==> config.mk <==
export PLATFORM = sky130hd
export DESIGN_NAME = traffic_phase_arbiter
export DESIGN_NICKNAME = d
export VERILOG_FILES = /design/src/rtl/traffic_phase_arbiter.sv
export SDC_FILE = /design/constraint.sdc
export NUM_CORES = 1
export LEC_CHECK = 0
export ABC_AREA = 1
export CAP_MARGIN = 20
export CORE_MARGIN = 2
export CORE_UTILIZATION = 56
export CTS_BUF_LIST = sky130_fd_sc_hd__clkbuf_8
export DETAILED_ROUTE_END_ITERATION = 16
export GPL_ROUTABILITY_DRIVEN = 0
export PLACE_DENSITY = 0.87
export REMOVE_ABC_BUFFERS = 1
export SETUP_SLACK_MARGIN = 0.05
export SYNTH_ARGS = -nofsm -noshare
export SYNTH_HDL_FRONTEND = slang
export SYNTH_SLANG_ARGS = --single-unit
==> constraint.sdc <==
create_clock -name clk -period 4.6 [get_ports clk]
set_clock_uncertainty 0.05 [all_clocks]
set_input_delay 0.69 -clock clk [delete_from_list [all_inputs] [get_ports clk]]
set_output_delay 0.69 -clock clk [all_outputs]
set_load 0.02 [all_outputs]
==> src/rtl/traffic_phase_arbiter.sv <==
// Four-approach traffic phase arbiter: round-robin green grants with min/max green
// hold, fixed yellow and all-red clearance, and emergency preemption.
module traffic_phase_arbiter #(
   parameter int GREEN_MIN = 8,
   parameter int GREEN_MAX = 32,
   parameter int YELLOW_T  = 4,
   parameter int CLEAR_T   = 2,
   parameter int CW        = 16
) (
   input  logic       clk,
   input  logic       reset,
   input  logic [3:0] req,
   input  logic       preempt,
   input  logic [1:0] preempt_dir,
   output logic [3:0] green,
   output logic [3:0] yellow,
   output logic [3:0] red,
   output logic [1:0] active_dir,
   output logic [1:0] phase,
   output logic [3:0] pending
);

   typedef enum logic [1:0] {
      S_IDLE   = 2'd0,
      S_GREEN  = 2'd1,
      S_YELLOW = 2'd2,
      S_CLEAR  = 2'd3
   } phase_e;

   localparam logic [CW-1:0] GMIN_LAST = CW'(GREEN_MIN - 1);
   localparam logic [CW-1:0] GMAX_LAST = CW'(GREEN_MAX - 1);
   localparam logic [CW-1:0] YEL_LAST  = CW'(YELLOW_T - 1);
   localparam logic [CW-1:0] CLR_LAST  = CW'(CLEAR_T - 1);
   localparam logic [CW-1:0] CNT_SAT   = {CW{1'b1}};
   localparam logic [CW-1:0] CNT_ONE   = CW'(1);

   phase_e        phase_q, phase_d;
   logic [CW-1:0] cnt_q, cnt_d;
   logic [3:0]    pending_q, pending_d;
   logic [1:0]    active_q, active_d;
   logic [3:0]    green_q, green_d;
   logic [3:0]    yellow_q, yellow_d;
   logic [3:0]    red_q, red_d;

   logic       rr_found;
   logic [1:0] rr_dir;
   logic [3:0] active_oh;
   logic       others_pending;
   logic       enter_green;
   logic [1:0] grant_dir;

   // Round-robin search starts just after the most recently served approach.
   always_comb begin
      rr_found = 1'b0;
      rr_dir   = active_q;
      for (int k = 1; k <= 4; k++) begin
         if (!rr_found && pending_q[active_q + 2'(k)]) begin
            rr_found = 1'b1;
            rr_dir   = active_q + 2'(k);
         end
      end
   end

   assign active_oh      = 4'b0001 << active_q;
   assign others_pending = |(pending_q & ~active_oh);

   always_comb begin
      phase_d     = phase_q;
      active_d    = active_q;
      enter_green = 1'b0;
      grant_dir   = rr_dir;
      case (phase_q)
         S_IDLE: begin
            if (preempt) begin
               enter_green = 1'b1;
               grant_dir   = preempt_dir;
            end else if (rr_found) begin
               enter_green = 1'b1;
            end
         end
         S_GREEN: begin
            if (preempt) begin
               if (preempt_dir != active_q) phase_d = S_YELLOW;
            end else if (cnt_q >= GMIN_LAST && others_pending &&
                         (!req[active_q] || cnt_q >= GMAX_LAST)) begin
               phase_d = S_YELLOW;
            end
         end
         S_YELLOW: begin
            if (cnt_q == YEL_LAST) phase_d = S_CLEAR;
         end
         S_CLEAR: begin
            if (cnt_q == CLR_LAST) begin
               if (preempt) begin
                  enter_green = 1'b1;
                  grant_dir   = preempt_dir;
               end else if (rr_found) begin
                  enter_green = 1'b1;
               end else begin
                  phase_d = S_IDLE;
               end
            end
         end
         default: phase_d = S_IDLE;
      endcase

      if (enter_green) begin
         phase_d  = S_GREEN;
         active_d = grant_dir;
      end

      // Demand from the approach currently holding green is not latched.
      pending_d = pending_q | (req & ((phase_q == S_GREEN) ? ~active_oh : 4'hF));
      if (enter_green) pending_d[grant_dir] = 1'b0;

      if (phase_d != phase_q)  cnt_d = '0;
      else if (cnt_q != CNT_SAT) cnt_d = cnt_q + CNT_ONE;
      else                     cnt_d = cnt_q;

      green_d  = (phase_d == S_GREEN)  ? (4'b0001 << active_d) : 4'b0000;
      yellow_d = (phase_d == S_YELLOW) ? (4'b0001 << active_d) : 4'b0000;
      red_d    = ~(green_d | yellow_d);
   end

   always_ff @(posedge clk or posedge reset) begin
      if (reset) begin
         phase_q   <= S_IDLE;
         cnt_q     <= '0;
         pending_q <= 4'h0;
         active_q  <= 2'd3;
         green_q   <= 4'h0;
         yellow_q  <= 4'h0;
         red_q     <= 4'hF;
      end else begin
         phase_q   <= phase_d;
         cnt_q     <= cnt_d;
         pending_q <= pending_d;
         active_q  <= active_d;
         green_q   <= green_d;
         yellow_q  <= yellow_d;
         red_q     <= red_d;
      end
   end

   assign green      = green_q;
   assign yellow     = yellow_q;
   assign red        = red_q;
   assign active_dir = active_q;
   assign phase      = phase_q;
   assign pending    = pending_q;

endmodule

==> impl_metrics.toml, run 1 <==
[status]
status = "finished, final reports clean"

[sta]
fin_crit_sh_pct = 58.0
rsz0062_at_grt = "false"
period_needed_ns = 2.67
fmax_mhz = 375
fin_tns_setup_ns = 0
worstMarginPinSlew_ns = 0.500
timing_hold_violations_final = 0
relSlewSlack_pct = 66.4
slew_viol_final = 0
setup_viol = 0

[synthesis]
yosysSeqAreaShare_pct = 36.9
syn_inst = 332
netlist_area_sq_um = 2460
synthSimpleGateAreaFrac_pct = 37.8
synth_top_family_by_area = "simple AND/OR/NAND/NOR gates"
synth_adder_area_share_pct = 5.08
ys.warnings.count = 0
post_synth.cell_area_avg_sq_um = 7.41
yosys_register_bits = 36
synth_cell_type_count = 30
synthMuxAreaShare_pct = 0
synthXorXnorAreaFrac_pct = 4.27
synth_compound_area_share_pct = 4.73

[setup_path]
path_common_cell = "nand2_2"
rrSetupSlack_ns = 1.93
arrival_ns = 2.79
cp_slowest_cell = "dfstp_2"
worst_setup_path_start_kind = "register"
crit_type = "register to register"
end_kind = "register"
cp_data_required_time_ns = 4.72
path_cells = "inv_8 > ha_1 > inv_1 > nand3_1 > nand2_1 > inv_2 > nor2_2 > nand3_1 > nand2_1 > nand3_2 > nand2_2 > nand3_4 > nand2_2 > nand2_2 > nand2_4 > nor2_1"
slowest_delay_ns = 0.73
path_max_fanout = 16

[route]
vias = 2182
drt-initial-drc-count = 113
viasPerCell = 5.22
antenna_left = 0
dr.pass1.iters = 4
routedWlPerCell_microns = 12.3
drc = 0
wl_mm = 5.13

[floorplan]
initial_core_util_pct = 57.3
core_sq_um = 4290
io_pins = 29
die_y_microns = 70.3
die_w_microns = 70.3
die_area_sq_um = 4940
num_rows = 24

[cts]
htreeDepth = 2
postCtsHoldBufs = 0
cts_tree = "built"
clkSinkCount = 36
numCtsBuffers = 5
clk_path_buf_depth = 2
cts_setup_buffers = 0
path_clk_slew_ns = 0.07
post_cts_resized = 0
ctsRootBufferMaster = "clkbuf_8"
clk_latency_ns = 0.29

[place]
placed_area_sq_um = 2780
port_buffers = 28
dp.final_hpwl_mm = 3.89

[power_and_ir_drop]
p_int_mw = 0.880
peakVddDrop_mv = 0.780
power_frac_clock_pct = 12.4
p_leak_nw = 1.46
p_switching_mw = 0.914
p_total_mw = 1.79
comb_power_share_pct = 62.1
p_sw_share_pct = 50.9
power_frac_seq_pct = 25.5
power.density_nw_per_um2 = 626

[finish]
design_area_sq_um = 2870
final-seq-area_sq_um = 908
nets = 384
multi_input_area_sq_um = 1280
syn_to_final_growth_pct = 16.4
most-common-layout-cells = "79 x nand2_1, 59 x inv_1, 39 x nand3_1"
fill_cells = 347
final_common_cell = "nand2_1"
drive_above_1_share_pct = 13.7
antenna_cells = 0

[global_routing]
gr-total-overflow = 0
antenna_found_initial = 0
grt_pass1_vias = 2130
grt_pass1_wl_mm = 9.33
grt_use_total_pct = 23.3
grt_max_degree = 37

[worst_hold_path]
hp-class = "register to register"

[job]
drv_cap = 0
==> stage by stage <==
step | utilization, % | hold slack, ns | setup WS [ns] | cells
finish | 66.7 | 0.525 | 1.93 | 418
detailed placement | 64.6 | 0.510 | 1.94 | 410
floorplan | - | 0.480 | 2.14 | 329
global route | 66.7 | 0.562 | 1.69 | 418
CTS | 66.7 | 0.531 | 1.93 | 418
global placement | 64.6 | 0.501 | 2.02 | 410
==> worst max-delay path, delay by kind of cell (launching register included) <==
family	cells	cell delay [ns]
adders and majority gates	1	0.36
buffers and inverters	3	0.23
DFF	1	0.73
and+or+nand+nor	12	1.14
==> synthesized netlist by cell type (all sizes together) <==
master	n	share of area [%]
buf	3	1.6
nand2	89	15
nand3	45	11
nor4	1	0.25
xor2	11	3.9
dfrtp	30	31
a21oi	6	1.2
a31oi	1	0.25
o21ai	12	2.4
inv	60	9.7
o22ai	2	0.51
nor3	3	0.61
xnor2	1	0.36
o21a	1	0.31
nand4	4	1.0
and2	1	0.36
ha	10	5.1
nor2	46	9.6
dfstp	6	6.4
==> state kept, by name (all words and copies together), names as in the netlist <==
name	flops
phase	2
active_dir	2
pending	4
yellow	4
green	4
red	4
cnt_q	16
==> power groups by stage <==
| stage | logic, mW | clock network [mW] | registers, mW |
|---|---|---|---|
| 2_1_floorplan | 0.773 | 0 | 0.507 |
| 3_3_place_gp | 1.07 | 0 | 0.460 |
| 3_5_place_dp | 1.10 | 0 | 0.462 |
| 4_1_cts | 1.11 | 0.228 | 0.457 |
| 5_1_grt | 1.25 | 0.243 | 0.465 |
| 6_report | 1.11 | 0.223 | 0.458 |
==> logic make-up after synthesis <==
group / after synthesis
simple gates: 189
buf+inv: 63
flops: 36
compound gates: 22
xor+xnor: 12
fa+ha+maj: 10
==> per-layer routing <==
metal	wire [microns]	up-vias	GRT usage [%]
li1	-	1095	-
met1	2260	1021	30.5
met2	2550	58	38.3
met3	238	8	5.19
met4	82	0	7.48
met5	0	-	0
==> path summary, 6_finish.rpt <==
check / cells after the start / from / endpoint
worst min-delay path: 2 / cnt_q[15]$_DFFE_PP0P_ / cnt_q[15]$_DFFE_PP0P_
max in group asynchronous: 3 / reset / active_dir[0]$_DFF_PP1_
worst min register to register: 2 / cnt_q[15]$_DFFE_PP0P_ / cnt_q[15]$_DFFE_PP0P_
worst max-delay path: 16 / active_dir[0]$_DFF_PP1_ / cnt_q[7]$_DFFE_PP0P_
min in group asynchronous: 3 / reset / cnt_q[13]$_DFFE_PP0P_
worst max register to register: 16 / active_dir[0]$_DFF_PP1_ / cnt_q[7]$_DFFE_PP0P_
==> cell type report <==
| class | count | area share, % |
|---|---|---|
| Timing Repair Buffer | 29 | 10.0 |
| Inverter | 60 | 8.30 |
| Clock inverter | 2 | 0.262 |
| Clock buffer | 6 | 2.88 |
| Tap cell | 52 | 2.27 |
| Multi-Input combinational cell | 233 | 44.5 |
| Sequential cell | 36 | 31.7 |
Note: power is estimated with default switching activity, not from simulation.
==> run 2: changes to the inputs <==
==> constraint.sdc (replaced) <==
create_clock -name clk -period 2.6 [get_ports clk]
set_clock_uncertainty 0.05 [all_clocks]
set_input_delay 0.39 -clock clk [delete_from_list [all_inputs] [get_ports clk]]
set_output_delay 0.39 -clock clk [all_outputs]
set_load 0.02 [all_outputs]
==> run 2 against run 1 <==
Effect of this change:
- global-route usage shrank 0.24 points
- flip-flop and latch count unchanged
- clock power rose by 80%
- sequential share of layout area shrank 0.98 points
- non-clock buffer count is 4 higher
- first-iteration DRC count up 8.8%
- utilization up 2.1 points
- critical endpoint is now cnt_q[0]$_DFFE_PP0P_
- total power grew 93%
- worst setup slack worse by 1.7 ns
- sequential power increased by 68%
- critical path type unchanged
- maximum frequency is 13% higher
==> impl_metrics.toml, run 2 (same netlist as run 1, synthesis figures left out) <==
[floorplan]
die_area_sq_um = 4940
initial_core_util_pct = 57.3
die_y_microns = 70.3
die_w_microns = 70.3
io_pins = 29
num_rows = 24
core_sq_um = 4290

[sta]
rsz0062_at_grt = "false"
fmax_mhz = 422
period_needed_ns = 2.37
fin_crit_sh_pct = 91.2
fin_tns_setup_ns = 0
worstMarginPinSlew_ns = 0.452
whs_ns = 0.452
setup_viol = 0
timing_hold_violations_final = 0
relSlewSlack_pct = 69.6
slew_viol_final = 0

[place]
port_buffers = 28
dp.final_hpwl_mm = 3.97
placed_area_sq_um = 2800

[finish]
antenna_cells = 0
largest_register = "cnt_q"
drive_above_1_share_pct = 16.2
final_common_cell = "nand2_1"
design_area_sq_um = 2960
nets = 389
most-common-layout-cells = "77 x nand2_1, 59 x inv_1, 39 x nand3_1"
largest_reg_flops = 16
syn_to_final_growth_pct = 20.1

[route]
vias = 2216
routedWlPerCell_microns = 12.9
antenna_left = 0
drc = 0
drt-initial-drc-count = 123
wl_mm = 5.46
viasPerCell = 5.24
dr.pass1.iters = 4

[setup_path]
crit_type = "register to register"
cp_data_required_time_ns = 2.77
reg2reg_depth = 15
end_kind = "register"
path_max_fanout = 10
worst_setup_path_start_kind = "register"
arrival_ns = 2.54

[global_routing]
grt_pass1_wl_mm = 9.09
antenna_found_initial = 0
grt_use_total_pct = 23.0
grt_pass1_vias = 2113
grt_max_degree = 37
gr-total-overflow = 0

[power_and_ir_drop]
power.density_nw_per_um2 = 1170
peakVddDrop_mv = 1.19
p_leak_nw = 1.49

[cts]
numCtsBuffers = 5
postCtsHoldBufs = 0
path_clk_slew_ns = 0.07
htreeDepth = 2
clk_path_buf_depth = 2
clkSinkCount = 36
ctsRootBufferMaster = "clkbuf_8"
clk_latency_ns = 0.29
cts_tree = "built"

[worst_hold_path]
hp-class = "primary input to asynchronous set/reset pin"

[status]
status = "finished, final reports clean"

[job]
drv_cap = 0
## run 2: cell count changes in the layout (fill, tap and decap cells not counted)
cell / previous run / this run
buf_4: 1 / 5
ha_1: 10 / 9
ha_4: 0 / 1
nand2_1: 79 / 77
nand2_2: 8 / 9
nand2_8: 0 / 2
nor2_1: 29 / 27
nor2_2: 13 / 14
nor2_4: 4 / 5
## run 2: path summary, 6_finish.rpt
check | startpoint | end | slack, ns
worst min-delay path | reset | cnt_q[3]$_DFFE_PP0P_ | 0.45
min in group clk | cnt_q[15]$_DFFE_PP0P_ | cnt_q[15]$_DFFE_PP0P_ | 0.52
worst max-delay path | active_dir[0]$_DFF_PP1_ | cnt_q[0]$_DFFE_PP0P_ | 0.23
worst max register to register | active_dir[0]$_DFF_PP1_ | cnt_q[0]$_DFFE_PP0P_ | 0.23
worst min register to register | cnt_q[15]$_DFFE_PP0P_ | cnt_q[15]$_DFFE_PP0P_ | 0.52
max in group asynchronous | reset | red[2]$_DFF_PP1_ | 1.71
## run 2: report_power, final
| group | internal (mW) | total (mW) | switching [mW] |
|---|---|---|---|
| Combinational | 0.792 | 2.30 | 1.51 |
| Sequential | 0.688 | 0.769 | 0.0809 |
| Clock | 0.208 | 0.401 | 0.193 |
| Total | 1.69 | 3.47 | 1.78 |
## run 2: cell type report
cell class / count / area [sq um]
multi-input cells: 234 / 1340
fillers: 339 / 1340
flip-flops and latches: 36 / 908
repair buffers: 33 / 318
inverters: 60 / 238
clock buffers: 6 / 82.6
well taps: 52 / 65.1
clock inverters: 2 / 7.51
## run 2: through the flow
step	setup slack (ns)	std cells	power [mW]	utilization [%]
after global routing	0.0763	423	3.77	68.9
after global placement	0.215	413	2.73	65.2
after floorplan	0.144	329	2.27	-
after detailed placement	0.124	413	2.80	65.2
final	0.230	423	3.47	68.9
after CTS	0.116	421	3.21	67.2
## run 2: what timing repair did
action	4_1_cts	5_1_grt
setup buffers	0	1
endpoints found under the hold margin	0	0
gates resized for setup	0	9
endpoints found under the setup margin	0	28
## run 2: metal layers
metal	global-route usage, %	share of wire (%)	vias up
li1	-	-	1107
met1	27.9	44	1036
met2	38.8	49	62
met3	5.05	4.1	11
met4	10.9	2.4	0
met5	0	0	-
## run 2: worst max-delay path, stage by stage (launching register included)
cell and delay (ns):
dfstp_2 0.59, inv_8 0.07, ha_4 0.28, inv_1 0.06
nand3_1 0.08, nand2_1 0.06, inv_2 0.08, nor2_2 0.05
and2_4 0.13, nor2_4 0.19, inv_6 0.08, nand3_4 0.14
nand2_4 0.05, nand2_2 0.17, nand2_8 0.12, nor2_2 0.11
